### src/rtl/ram_burst_ctrl.sv
// Burst controller in front of a byte-wide synchronous RAM: one write or read burst
// at a time, streaming write data in and read data out through a 2-entry skid buffer.
module ram_burst_ctrl #(
    parameter int unsigned ADDR_W = 20,
    parameter int unsigned DATA_W = 8,
    parameter int unsigned LEN_W  = 8
) (
    input  logic              clk,
    input  logic              rst_n,
    input  logic              req_valid,
    output logic              req_ready,
    input  logic              req_write,
    input  logic [ADDR_W-1:0] req_addr,
    input  logic [LEN_W-1:0]  req_len,
    input  logic              wr_valid,
    output logic              wr_ready,
    input  logic [DATA_W-1:0] wr_data,
    output logic              rd_valid,
    input  logic              rd_ready,
    output logic [DATA_W-1:0] rd_data,
    output logic              rd_last,
    output logic              busy,
    output logic              done,
    output logic              mem_we,
    output logic [ADDR_W-1:0] mem_addr,
    output logic [DATA_W-1:0] mem_wdata,
    input  logic [DATA_W-1:0] mem_rdata
);

    typedef enum logic [1:0] {
        S_IDLE,
        S_WRITE,
        S_READ,
        S_DRAIN
    } state_t;

    state_t            state_q, state_d;
    logic [ADDR_W-1:0] addr_q, addr_d;
    logic [LEN_W-1:0]  left_q, left_d;
    logic              done_q, done_d;
    logic              infl_q, infl_d;
    logic              infl_last_q, infl_last_d;

    logic [DATA_W-1:0] buf_data_q [2];
    logic [1:0]        buf_last_q;
    logic              rptr_q, wptr_q;
    logic [1:0]        cnt_q;

    logic              push, pop, issue;
    logic [1:0]        occ;

    assign rd_valid  = (cnt_q != 2'd0);
    assign rd_data   = rd_valid ? buf_data_q[rptr_q] : '0;
    assign rd_last   = rd_valid ? buf_last_q[rptr_q] : 1'b0;
    assign pop       = rd_valid && rd_ready;
    assign push      = infl_q;

    assign busy      = (state_q != S_IDLE);
    assign req_ready = !busy;
    assign done      = done_q;

    assign wr_ready  = (state_q == S_WRITE);
    assign mem_we    = wr_ready && wr_valid;
    assign mem_wdata = wr_ready ? wr_data : '0;
    assign mem_addr  = addr_q;

    // A byte popped this cycle frees its slot in time for a read issued now,
    // which keeps back-to-back reads flowing when the consumer never stalls.
    always_comb begin
        occ   = cnt_q + {1'b0, infl_q} - {1'b0, pop};
        issue = (state_q == S_READ) && (occ < 2'd2);
    end

    always_comb begin
        state_d     = state_q;
        addr_d      = addr_q;
        left_d      = left_q;
        done_d      = 1'b0;
        infl_d      = issue;
        infl_last_d = issue && (left_q == '0);
        case (state_q)
            S_IDLE: begin
                if (req_valid) begin
                    addr_d  = req_addr;
                    left_d  = req_len;
                    state_d = req_write ? S_WRITE : S_READ;
                end
            end
            S_WRITE: begin
                if (wr_valid) begin
                    addr_d = addr_q + ADDR_W'(1);
                    if (left_q == '0) begin
                        state_d = S_IDLE;
                        done_d  = 1'b1;
                    end else begin
                        left_d = left_q - LEN_W'(1);
                    end
                end
            end
            S_READ: begin
                if (issue) begin
                    addr_d = addr_q + ADDR_W'(1);
                    if (left_q == '0) begin
                        state_d = S_DRAIN;
                    end else begin
                        left_d = left_q - LEN_W'(1);
                    end
                end
            end
            S_DRAIN: begin
                if (!infl_q && ((cnt_q == 2'd0) || ((cnt_q == 2'd1) && pop))) begin
                    state_d = S_IDLE;
                    done_d  = 1'b1;
                end
            end
            default: state_d = S_IDLE;
        endcase
    end

    always_ff @(posedge clk or negedge rst_n) begin
        if (!rst_n) begin
            state_q     <= S_IDLE;
            addr_q      <= '0;
            left_q      <= '0;
            done_q      <= 1'b0;
            infl_q      <= 1'b0;
            infl_last_q <= 1'b0;
        end else begin
            state_q     <= state_d;
            addr_q      <= addr_d;
            left_q      <= left_d;
            done_q      <= done_d;
            infl_q      <= infl_d;
            infl_last_q <= infl_last_d;
        end
    end

    // RAM data arrives the cycle after issue; it is captured with its last tag.
    always_ff @(posedge clk or negedge rst_n) begin
        if (!rst_n) begin
            for (int unsigned i = 0; i < 2; i++) begin
                buf_data_q[i] <= '0;
            end
            buf_last_q <= '0;
            rptr_q     <= 1'b0;
            wptr_q     <= 1'b0;
            cnt_q      <= '0;
        end else begin
            if (push) begin
                buf_data_q[wptr_q] <= mem_rdata;
                buf_last_q[wptr_q] <= infl_last_q;
                wptr_q             <= !wptr_q;
            end
            if (pop) begin
                rptr_q <= !rptr_q;
            end
            cnt_q <= cnt_q + {1'b0, push} - {1'b0, pop};
        end
    end

endmodule

### config.mk
export PLATFORM = sky130hd
export DESIGN_NAME = ram_burst_ctrl
export DESIGN_NICKNAME = d
export VERILOG_FILES = /design/src/rtl/ram_burst_ctrl.sv
export SDC_FILE = /design/constraint.sdc
export NUM_CORES = 1
export LEC_CHECK = 0
export BUFFER_PORTS_ARGS = -buffer_cell sky130_fd_sc_hd__clkbuf_2
export CAP_MARGIN = 20
export CORE_MARGIN = 5
export CORE_UTILIZATION = 25
export DETAILED_ROUTE_END_ITERATION = 16
export HOLD_SLACK_MARGIN = 0.12
export SLEW_MARGIN = 20
export SYNTH_ARGS = -nofsm -noshare
export SYNTH_HDL_FRONTEND = slang
export SYNTH_SLANG_ARGS = --single-unit
### constraint.sdc
create_clock -name clk -period 4.17 [get_ports clk]
set_input_delay 1.251 -clock clk [delete_from_list [all_inputs] [get_ports clk]]
set_output_delay 1.251 -clock clk [all_outputs]
set_load 0.02 [all_outputs]
==> results of run 1 <==
-- worst max-delay path: stages --
cell and delay (ps):
sky130_fd_sc_hd__clkbuf_2 90, sky130_fd_sc_hd__nor2b_1 210, sky130_fd_sc_hd__ha_1 260, sky130_fd_sc_hd__inv_1 60, sky130_fd_sc_hd__ha_1 140, sky130_fd_sc_hd__xor3_2 320
sky130_fd_sc_hd__a211o_1 340, sky130_fd_sc_hd__buf_4 190, sky130_fd_sc_hd__a2111oi_0 410, sky130_fd_sc_hd__a21oi_1 70
-- power groups by stage --
stage                     registers [mW]  logic (mW)  clock network [mW]
final                               1.10        2.23               0.442
after global routing                1.16        2.48               0.488
after CTS                           1.10        2.26               0.464
after detailed placement            1.11        2.26                   0
after global placement              1.10        2.19                   0
after floorplan                     1.13        1.60                   0
-- flip-flops by register name, indices dropped and copies added (netlist names) --
signal       flops
rptr_q           1
mem_addr        20
state_q          2
infl_last_q      1
cnt_q            2
done             1
left_q           8
wptr_q           1
buf_data_q      16
buf_last_q       2
infl_q           1
-- cell type report --
cell class / instances / area share
tap: 172 / 0.05297
clock inverter: 1 / 0.001848
clock buffer: 7 / 0.03757
timing repair buffer: 99 / 0.1263
multi-input combinational: 246 / 0.4296
inverter: 14 / 0.01294
sequential: 55 / 0.3388
-- placed cells by master (no fill, tap or decap), types with 11 or more instances in the layout --
cell type                  netlist  final
sky130_fd_sc_hd__clkbuf_2        0     92
sky130_fd_sc_hd__dfrtp_1        55     55
sky130_fd_sc_hd__nor2_1         24     24
sky130_fd_sc_hd__nand2_1        20     20
sky130_fd_sc_hd__a21oi_1        20     20
sky130_fd_sc_hd__mux2_2         20     20
sky130_fd_sc_hd__nand3_1        15     15
sky130_fd_sc_hd__inv_1          14     14
sky130_fd_sc_hd__mux2i_1        12     12
sky130_fd_sc_hd__and2_1         11     11
-- path summary, 6_finish.rpt --
path	to	startpoint	depth (start not counted)	slack, ps
worst max-delay path	left_q[1]	rd_ready	10	970
worst min-delay path	wptr_q	wptr_q	1	490
worst max register to register	left_q[1]	cnt_q[1]	11	1420
worst min register to register	wptr_q	wptr_q	1	490
max in group asynchronous	buf_data_q[11]	rst_n	2	2840
min in group asynchronous	done	rst_n	1	740
-- through the flow --
step,instances,hold slack (ps),util
after global routing,594,511.3,0.3193
final,594,491.1,0.3193
after floorplan,338,461.0,-
after global placement,586,475.0,0.3067
after CTS,594,493.5,0.3193
after detailed placement,586,480.2,0.3067
-- cells by family (layout without fill, tap and decap cells) --
logic type,Yosys count,count (layout),synth area share
xor+xnor,3,3,0.01305
simple gates,120,120,0.1977
mux,32,32,0.1060
flops,55,55,0.4223
buf+inv,37,121,0.04299
compound gates,81,81,0.1797
fa+ha+maj,10,10,0.03839
-- layer usage --
metal,track usage,up-vias,part of all wire
met1,0.1505,1398,0.46
met5,0,-,0
li1,-,1420,-
met4,0.02669,0,0.0085
met2,0.2020,64,0.48
met3,0.03678,6,0.056
==> flow_results.xml, run 1 <==
<?xml version="1.0" encoding="UTF-8"?>
<metrics>
  <group name="synthesis">
    <metric name="synth_largest_area_cell" unit="">sky130_fd_sc_hd__dfrtp_1</metric>
    <metric name="synth_area" unit="sq um">3259</metric>
    <metric name="synth.yosys.seq_area_share" unit="">0.4223</metric>
    <metric name="synth.most_common_cell" unit="">sky130_fd_sc_hd__dfrtp_1</metric>
    <metric name="synth_nets" unit="">398</metric>
    <metric name="netlist-cell-type-count" unit="">48</metric>
    <metric name="syn-instance-count" unit="">338</metric>
    <metric name="syn-mean-instance-area" unit="sq um">9.643</metric>
    <metric name="synth_async_sr_flop_share" unit="">1.000</metric>
    <metric name="synth_edf_count" unit="">0</metric>
    <metric name="ys_top_cells_by_count" unit="">sky130_fd_sc_hd__dfrtp_1, sky130_fd_sc_hd__nor2_1</metric>
    <metric name="yosysTopAreaCellShare" unit="">0.4223</metric>
    <metric name="main_flop_type_after_synthesis" unit="">sky130_fd_sc_hd__dfrtp_1</metric>
    <metric name="ys_seq_elements" unit="">55</metric>
    <metric name="synth-warning-count" unit="">0</metric>
    <metric name="netlist_top_cells_area" unit="">sky130_fd_sc_hd__dfrtp_1, sky130_fd_sc_hd__mux2_2, sky130_fd_sc_hd__ha_1</metric>
  </group>
  <group name="power_and_ir_drop">
    <metric name="reg_power_frac" unit="">0.291</metric>
    <metric name="p_sw_frac" unit="">0.4775</metric>
    <metric name="combPwrFrac" unit="">0.592</metric>
    <metric name="power" unit="mW">3.776</metric>
    <metric name="irDropWorstVdd" unit="V">0.0003207</metric>
    <metric name="static-leakage-power" unit="nW">1.849</metric>
    <metric name="cell_internal_pwr" unit="mW">1.973</metric>
    <metric name="clockPowerShare" unit="">0.117</metric>
    <metric name="p_per_area" unit="nW/um^2">929.6</metric>
    <metric name="power.switching" unit="mW">1.803</metric>
  </group>
  <group name="clocking">
    <metric name="clkTransAtPathRegs" unit="ps">70</metric>
    <metric name="post-cts-setup-buffers" unit="">0</metric>
    <metric name="cts_tree" unit="">built</metric>
    <metric name="clock_buffers_created_by_tritoncts" unit="">5</metric>
    <metric name="postCtsResizedCells" unit="">0</metric>
    <metric name="cts.sink_count" unit="">55</metric>
    <metric name="ctsRootBufferMaster" unit="">sky130_fd_sc_hd__clkbuf_16</metric>
    <metric name="insertion_delay" unit="ps">290</metric>
    <metric name="cts.hold.buffers_added" unit="">0</metric>
    <metric name="clock_path_buffers" unit="">2</metric>
    <metric name="h-tree-depth" unit="">2</metric>
  </group>
  <group name="place">
    <metric name="dp_hpwl" unit="um">6672</metric>
    <metric name="post-place-ws" unit="ps">631.2</metric>
    <metric name="place_congestion" unit="">0.8259</metric>
    <metric name="dpl-instance-area" unit="sq um">3902</metric>
    <metric name="numPortBuffers" unit="">92</metric>
  </group>
  <group name="route">
    <metric name="detail_route.wirelength" unit="um">8952</metric>
    <metric name="drtPass1Iterations" unit="">4</metric>
    <metric name="dr_total_vias" unit="">2888</metric>
    <metric name="antenna_violating_nets_remaining" unit="">0</metric>
    <metric name="vias_per_cell" unit="">4.862</metric>
    <metric name="drcViolationCount" unit="">0</metric>
    <metric name="detail_route.iter0.violations" unit="">115</metric>
    <metric name="wire_per_inst" unit="um">15.07</metric>
  </group>
  <group name="die">
    <metric name="initial_utilization" unit="">0.2562</metric>
    <metric name="design.portCount" unit="">93</metric>
    <metric name="coreArea" unit="sq um">12720</metric>
    <metric name="die_area" unit="sq um">15420</metric>
    <metric name="dieWidth" unit="um">124.2</metric>
    <metric name="placement_rows" unit="">41</metric>
    <metric name="die_height" unit="um">124.2</metric>
  </group>
  <group name="global_route">
    <metric name="grt_pass1_wl" unit="um">14850</metric>
    <metric name="grt.total_usage" unit="">0.1197</metric>
    <metric name="grt_start_max_net_pins" unit="">48</metric>
    <metric name="number_of_global_route_vias_before_repair" unit="">2967</metric>
    <metric name="grt_antenna_before_repair" unit="">0</metric>
    <metric name="overflow" unit="">0</metric>
  </group>
  <group name="finish">
    <metric name="fillers" unit="">1408</metric>
    <metric name="synthToLayoutAreaGrowth" unit="%">24.65</metric>
    <metric name="multiInputGateArea" unit="sq um">1745</metric>
    <metric name="area.sequential" unit="sq um">1376</metric>
    <metric name="drive_above_1_share" unit="">0.3152</metric>
    <metric name="antenna_cells" unit="">0</metric>
    <metric name="final_design_area_no_fill" unit="sq um">4063</metric>
    <metric name="layout.nets" unit="">481</metric>
  </group>
  <group name="timing">
    <metric name="layout_setup_ws" unit="ps">972.1</metric>
    <metric name="slew_violations" unit="">0</metric>
    <metric name="timing_hold_violations_final" unit="">0</metric>
    <metric name="maxClockFrequency" unit="GHz">0.3127</metric>
    <metric name="worst_slew_margin_rel" unit="">0.4407</metric>
    <metric name="finalCritPeriodShare" unit="">0.7669</metric>
    <metric name="timing.clock.skew" unit="ps">8.547</metric>
    <metric name="post-route-min-period" unit="ps">3198</metric>
    <metric name="worstMarginPinSlew" unit="ps">837.2</metric>
    <metric name="setup_violations" unit="">0</metric>
    <metric name="total_negative_slack_for_setup_checks" unit="ps">0</metric>
    <metric name="grt_setup_unrepaired" unit="">false</metric>
  </group>
  <group name="worst_setup_path">
    <metric name="crit_path_dat" unit="ps">3350</metric>
    <metric name="worstSetupStartpointType" unit="">primary input</metric>
    <metric name="critical_path.endpoint_type" unit="">flip-flop</metric>
    <metric name="worstSetupPathType" unit="">in -&gt; reg</metric>
    <metric name="timing.critical_path.fanout_max" unit="">14</metric>
    <metric name="cp_data_required_time" unit="ps">4330</metric>
  </group>
  <group name="min_path">
    <metric name="hold_path.class" unit="">reg -&gt; reg</metric>
  </group>
  <group name="outcome">
    <metric name="run_status" unit="">completed</metric>
  </group>
  <group name="flow_run">
    <metric name="max-cap-violations" unit="">0</metric>
  </group>
</metrics>
No activity file was read; power rests on OpenSTA's default activity.
==> run 2: changes to the inputs <==
ABC_AREA = 1   (was default)
clock period = 3.15 ns   (was 4.17 ns; I/O delays follow)
==> run 2 against run 1 <==
Against the previous run: synthesized cell count is 54% higher; first-iteration DRC count is 81% higher; sequential power is 27% higher; non-clock buffer count is 2 lower; sequential share of layout area is 1.8 points lower; worst hold slack worse by 2.8 ps; count of clock-buffer cells in the layout is 2 lower; critical path type is now reg -> out.
==> flow_results.xml, run 2 <==
<?xml version="1.0" encoding="UTF-8"?>
<metrics>
  <group name="route">
    <metric name="antenna_violating_nets_remaining" unit="">0</metric>
    <metric name="drcViolationCount" unit="">0</metric>
    <metric name="dr_total_vias" unit="">3347</metric>
    <metric name="detail_route.iter0.violations" unit="">208</metric>
    <metric name="wire_per_inst" unit="um">11.91</metric>
    <metric name="detail_route.wirelength" unit="um">9383</metric>
    <metric name="drtPass1Iterations" unit="">6</metric>
    <metric name="vias_per_cell" unit="">4.247</metric>
  </group>
  <group name="worst_setup_path">
    <metric name="r2r_cells" unit="">15</metric>
    <metric name="worstSetupStartpointType" unit="">flip-flop</metric>
    <metric name="worstSetupPathType" unit="">reg -&gt; out</metric>
    <metric name="critical_path.endpoint_type" unit="">output port</metric>
    <metric name="crit_path_start" unit="">rptr_q</metric>
    <metric name="critPathMaxStageDelay" unit="ps">600</metric>
    <metric name="critPathSlowestCell" unit="">sky130_fd_sc_hd__dfrtp_1</metric>
    <metric name="crit_path_dat" unit="ps">1630</metric>
    <metric name="worstPathCellList" unit="">clkinv_1 &gt; nand2_1 &gt; a21oi_1 &gt; clkbuf_2</metric>
    <metric name="critical_path.n_buffers_inverters" unit="">2</metric>
    <metric name="timing.rr.end" unit="">left_q[1]</metric>
    <metric name="crit-reg2reg-launch" unit="">cnt_q[1]</metric>
    <metric name="worst-r2r-setup-slack" unit="ps">780</metric>
    <metric name="timing.critical_path.fanout_max" unit="">11</metric>
    <metric name="timing.critical_path.max_delay_family" unit="">flip-flops</metric>
    <metric name="cp_data_required_time" unit="ps">2200</metric>
  </group>
  <group name="flow_run">
    <metric name="max-cap-violations" unit="">0</metric>
  </group>
  <group name="synthesis">
    <metric name="netlist-cell-type-count" unit="">31</metric>
    <metric name="syn-instance-count" unit="">519</metric>
    <metric name="main_flop_type_after_synthesis" unit="">sky130_fd_sc_hd__dfrtp_1</metric>
    <metric name="yosysTopAreaCellShare" unit="">0.3926</metric>
    <metric name="ys_top_cells_by_count" unit="">sky130_fd_sc_hd__nand2_1, sky130_fd_sc_hd__inv_1, sky130_fd_sc_hd__dfrtp_1</metric>
    <metric name="synth_edf_count" unit="">0</metric>
    <metric name="synth_async_sr_flop_share" unit="">1.000</metric>
    <metric name="synth_nets" unit="">579</metric>
    <metric name="synth-warning-count" unit="">0</metric>
    <metric name="synth_area" unit="sq um">3506</metric>
    <metric name="syn-mean-instance-area" unit="sq um">6.755</metric>
    <metric name="ys_seq_elements" unit="">55</metric>
    <metric name="synth.most_common_cell" unit="">sky130_fd_sc_hd__nand2_1</metric>
    <metric name="synth_largest_area_cell" unit="">sky130_fd_sc_hd__dfrtp_1</metric>
    <metric name="netlist_top_cells_area" unit="">sky130_fd_sc_hd__dfrtp_1, sky130_fd_sc_hd__nand2_1, sky130_fd_sc_hd__inv_1</metric>
    <metric name="synth.yosys.seq_area_share" unit="">0.3926</metric>
  </group>
  <group name="min_path">
    <metric name="hold_path_depth" unit="">2</metric>
    <metric name="min_to" unit="">buf_last_q[1]</metric>
    <metric name="hold_sp" unit="">buf_last_q[1]</metric>
    <metric name="hold_path.class" unit="">reg -&gt; reg</metric>
  </group>
  <group name="power_and_ir_drop">
    <metric name="reg_power_frac" unit="">0.297</metric>
    <metric name="static-leakage-power" unit="nW">2.328</metric>
    <metric name="p_per_area" unit="nW/um^2">1098</metric>
    <metric name="cell_internal_pwr" unit="mW">2.262</metric>
    <metric name="power.switching" unit="mW">2.453</metric>
    <metric name="irDropWorstVdd" unit="V">0.0003352</metric>
    <metric name="clockPowerShare" unit="">0.119</metric>
    <metric name="combPwrFrac" unit="">0.584</metric>
    <metric name="p_sw_frac" unit="">0.5202</metric>
  </group>
  <group name="timing">
    <metric name="post-route-min-period" unit="ps">2579</metric>
    <metric name="timing_hold_violations_final" unit="">0</metric>
    <metric name="grt_setup_unrepaired" unit="">false</metric>
    <metric name="worst_slew_margin_rel" unit="">0.5185</metric>
    <metric name="maxClockFrequency" unit="GHz">0.3878</metric>
    <metric name="timing.clock.skew" unit="ps">8.825</metric>
    <metric name="slew_violations" unit="">0</metric>
    <metric name="worstMarginPinSlew" unit="ps">722.2</metric>
    <metric name="setup_violations" unit="">0</metric>
    <metric name="total_negative_slack_for_setup_checks" unit="ps">0</metric>
    <metric name="finalCritPeriodShare" unit="">0.8187</metric>
  </group>
  <group name="global_route">
    <metric name="grt_antenna_before_repair" unit="">0</metric>
    <metric name="grt_pass1_wl" unit="um">15720</metric>
    <metric name="met1_usage" unit="">0.1660</metric>
    <metric name="grt.met2_usage" unit="">0.1839</metric>
    <metric name="grt.busiest_layer" unit="">met2</metric>
    <metric name="number_of_global_route_vias_before_repair" unit="">3226</metric>
    <metric name="grt_use_met3" unit="">0.02698</metric>
    <metric name="grt_start_max_net_pins" unit="">56</metric>
    <metric name="grt.total_usage" unit="">0.1166</metric>
    <metric name="overflow" unit="">0</metric>
  </group>
  <group name="finish">
    <metric name="final_design_area_no_fill" unit="sq um">4294</metric>
    <metric name="area.sequential" unit="sq um">1376</metric>
    <metric name="drive_above_1_share" unit="">0.2204</metric>
    <metric name="largest_register_ffs" unit="">20</metric>
    <metric name="mostFrequentLayoutCell" unit="">sky130_fd_sc_hd__nand2_1</metric>
    <metric name="fillers" unit="">1526</metric>
    <metric name="synthToLayoutAreaGrowth" unit="%">22.48</metric>
    <metric name="multiInputGateArea" unit="sq um">1792</metric>
    <metric name="layout.nets" unit="">667</metric>
    <metric name="antenna_cells" unit="">0</metric>
    <metric name="most-common-layout-cells" unit="">sky130_fd_sc_hd__nand2_1, sky130_fd_sc_hd__clkbuf_2, sky130_fd_sc_hd__inv_1, sky130_fd_sc_hd__dfrtp_1, sky130_fd_sc_hd__nor2_1</metric>
  </group>
  <group name="clocking">
    <metric name="postCtsResizedCells" unit="">0</metric>
    <metric name="ctsRootBufferMaster" unit="">sky130_fd_sc_hd__clkbuf_16</metric>
    <metric name="clock_path_buffers" unit="">2</metric>
    <metric name="cts.sink_count" unit="">55</metric>
    <metric name="cts_tree" unit="">built</metric>
    <metric name="h-tree-depth" unit="">2</metric>
    <metric name="insertion_delay" unit="ps">300</metric>
    <metric name="clkTransAtPathRegs" unit="ps">80</metric>
    <metric name="post-cts-setup-buffers" unit="">0</metric>
    <metric name="cts.hold.buffers_added" unit="">0</metric>
    <metric name="clock_buffers_created_by_tritoncts" unit="">5</metric>
  </group>
  <group name="die">
    <metric name="die_height" unit="um">128.4</metric>
    <metric name="design.portCount" unit="">93</metric>
    <metric name="initial_utilization" unit="">0.2536</metric>
    <metric name="dieWidth" unit="um">128.4</metric>
    <metric name="placement_rows" unit="">43</metric>
    <metric name="die_area" unit="sq um">16490</metric>
    <metric name="coreArea" unit="sq um">13830</metric>
  </group>
  <group name="place">
    <metric name="numPortBuffers" unit="">92</metric>
    <metric name="dpl-instance-area" unit="sq um">4146</metric>
    <metric name="place_congestion" unit="">0.7768</metric>
    <metric name="dp_hpwl" unit="um">7063</metric>
  </group>
  <group name="outcome">
    <metric name="run_status" unit="">completed</metric>
  </group>
</metrics>
## run 2: cell count changes after synthesis, sizes merged, moves of 12 or more
cell    previous run  this run
nor2              24        52
inv               14        67
o21ai              9        48
clkbuf            20         8
nand3             15        34
mux2i             12         0
nand2             20       205
mux2              20         0
## run 2: tightest hold or removal path, cell delays in order (launching register included)
cell                      delay (ps)
sky130_fd_sc_hd__dfrtp_1         350
sky130_fd_sc_hd__nand2_1          50
sky130_fd_sc_hd__o21ai_0          50
## run 2: layout make-up
class                   count  share of cell area
inverters                  68             0.05944
flip-flops and latches     55              0.3205
repair buffers             97              0.1160
well taps                 180             0.05245
multi-input cells         380              0.4172
clock buffers               5             0.02914
clock inverters             3            0.005245
## run 2: how the worst max path moves through the flow
stage,end,slack [ps],cells past startpoint
2_1_floorplan,left_q[4],740,14
3_3_place_gp,left_q[0],380,14
3_5_place_dp,left_q[1],300,14
4_1_cts,rd_data[1],550,4
5_1_grt,left_q[1],390,14
6_report,rd_data[1],570,4
## run 2: per-layer routing
metal	share of wire	vias up
li1	-	1794
met1	0.51	1471
met2	0.44	77
met3	0.049	5
met4	0.0056	0
met5	0	-
## run 2: power by group through the flow
stage	logic (mW)	clock network, mW	registers (mW)
2_1_floorplan	1.98	0	1.46
3_3_place_gp	2.76	0	1.41
3_5_place_dp	2.79	0	1.41
4_1_cts	2.81	0.587	1.40
5_1_grt	3.15	0.617	1.46
6_report	2.75	0.562	1.40
## run 2: cells by family (layout without fill, tap and decap cells)
kind of cell,after synthesis,after routing,share of synthesized area
flip-flops,55,55,0.3926
AO/OA/AOI/OAI,65,65,0.1074
AND/OR/NAND/NOR,301,301,0.3580
buffers and inverters,84,173,0.09636
XOR/XNOR,4,4,0.009992
adder cells (fa/ha/maj),10,10,0.03569
## run 2: stage by stage
stage | util | instances | setup WS (ps) | total power, mW | hold slack [ps]
after CTS | 0.3106 | 788 | 552.9 | 4.796 | 492.2
after detailed placement | 0.2999 | 780 | 301.9 | 4.208 | 473.0
after floorplan | - | 519 | 743.3 | 3.437 | 452.9
after global placement | 0.2999 | 780 | 383.9 | 4.164 | 464.3
final | 0.3106 | 788 | 571.1 | 4.714 | 488.2
after global routing | 0.3106 | 788 | 392.1 | 5.228 | 516.8
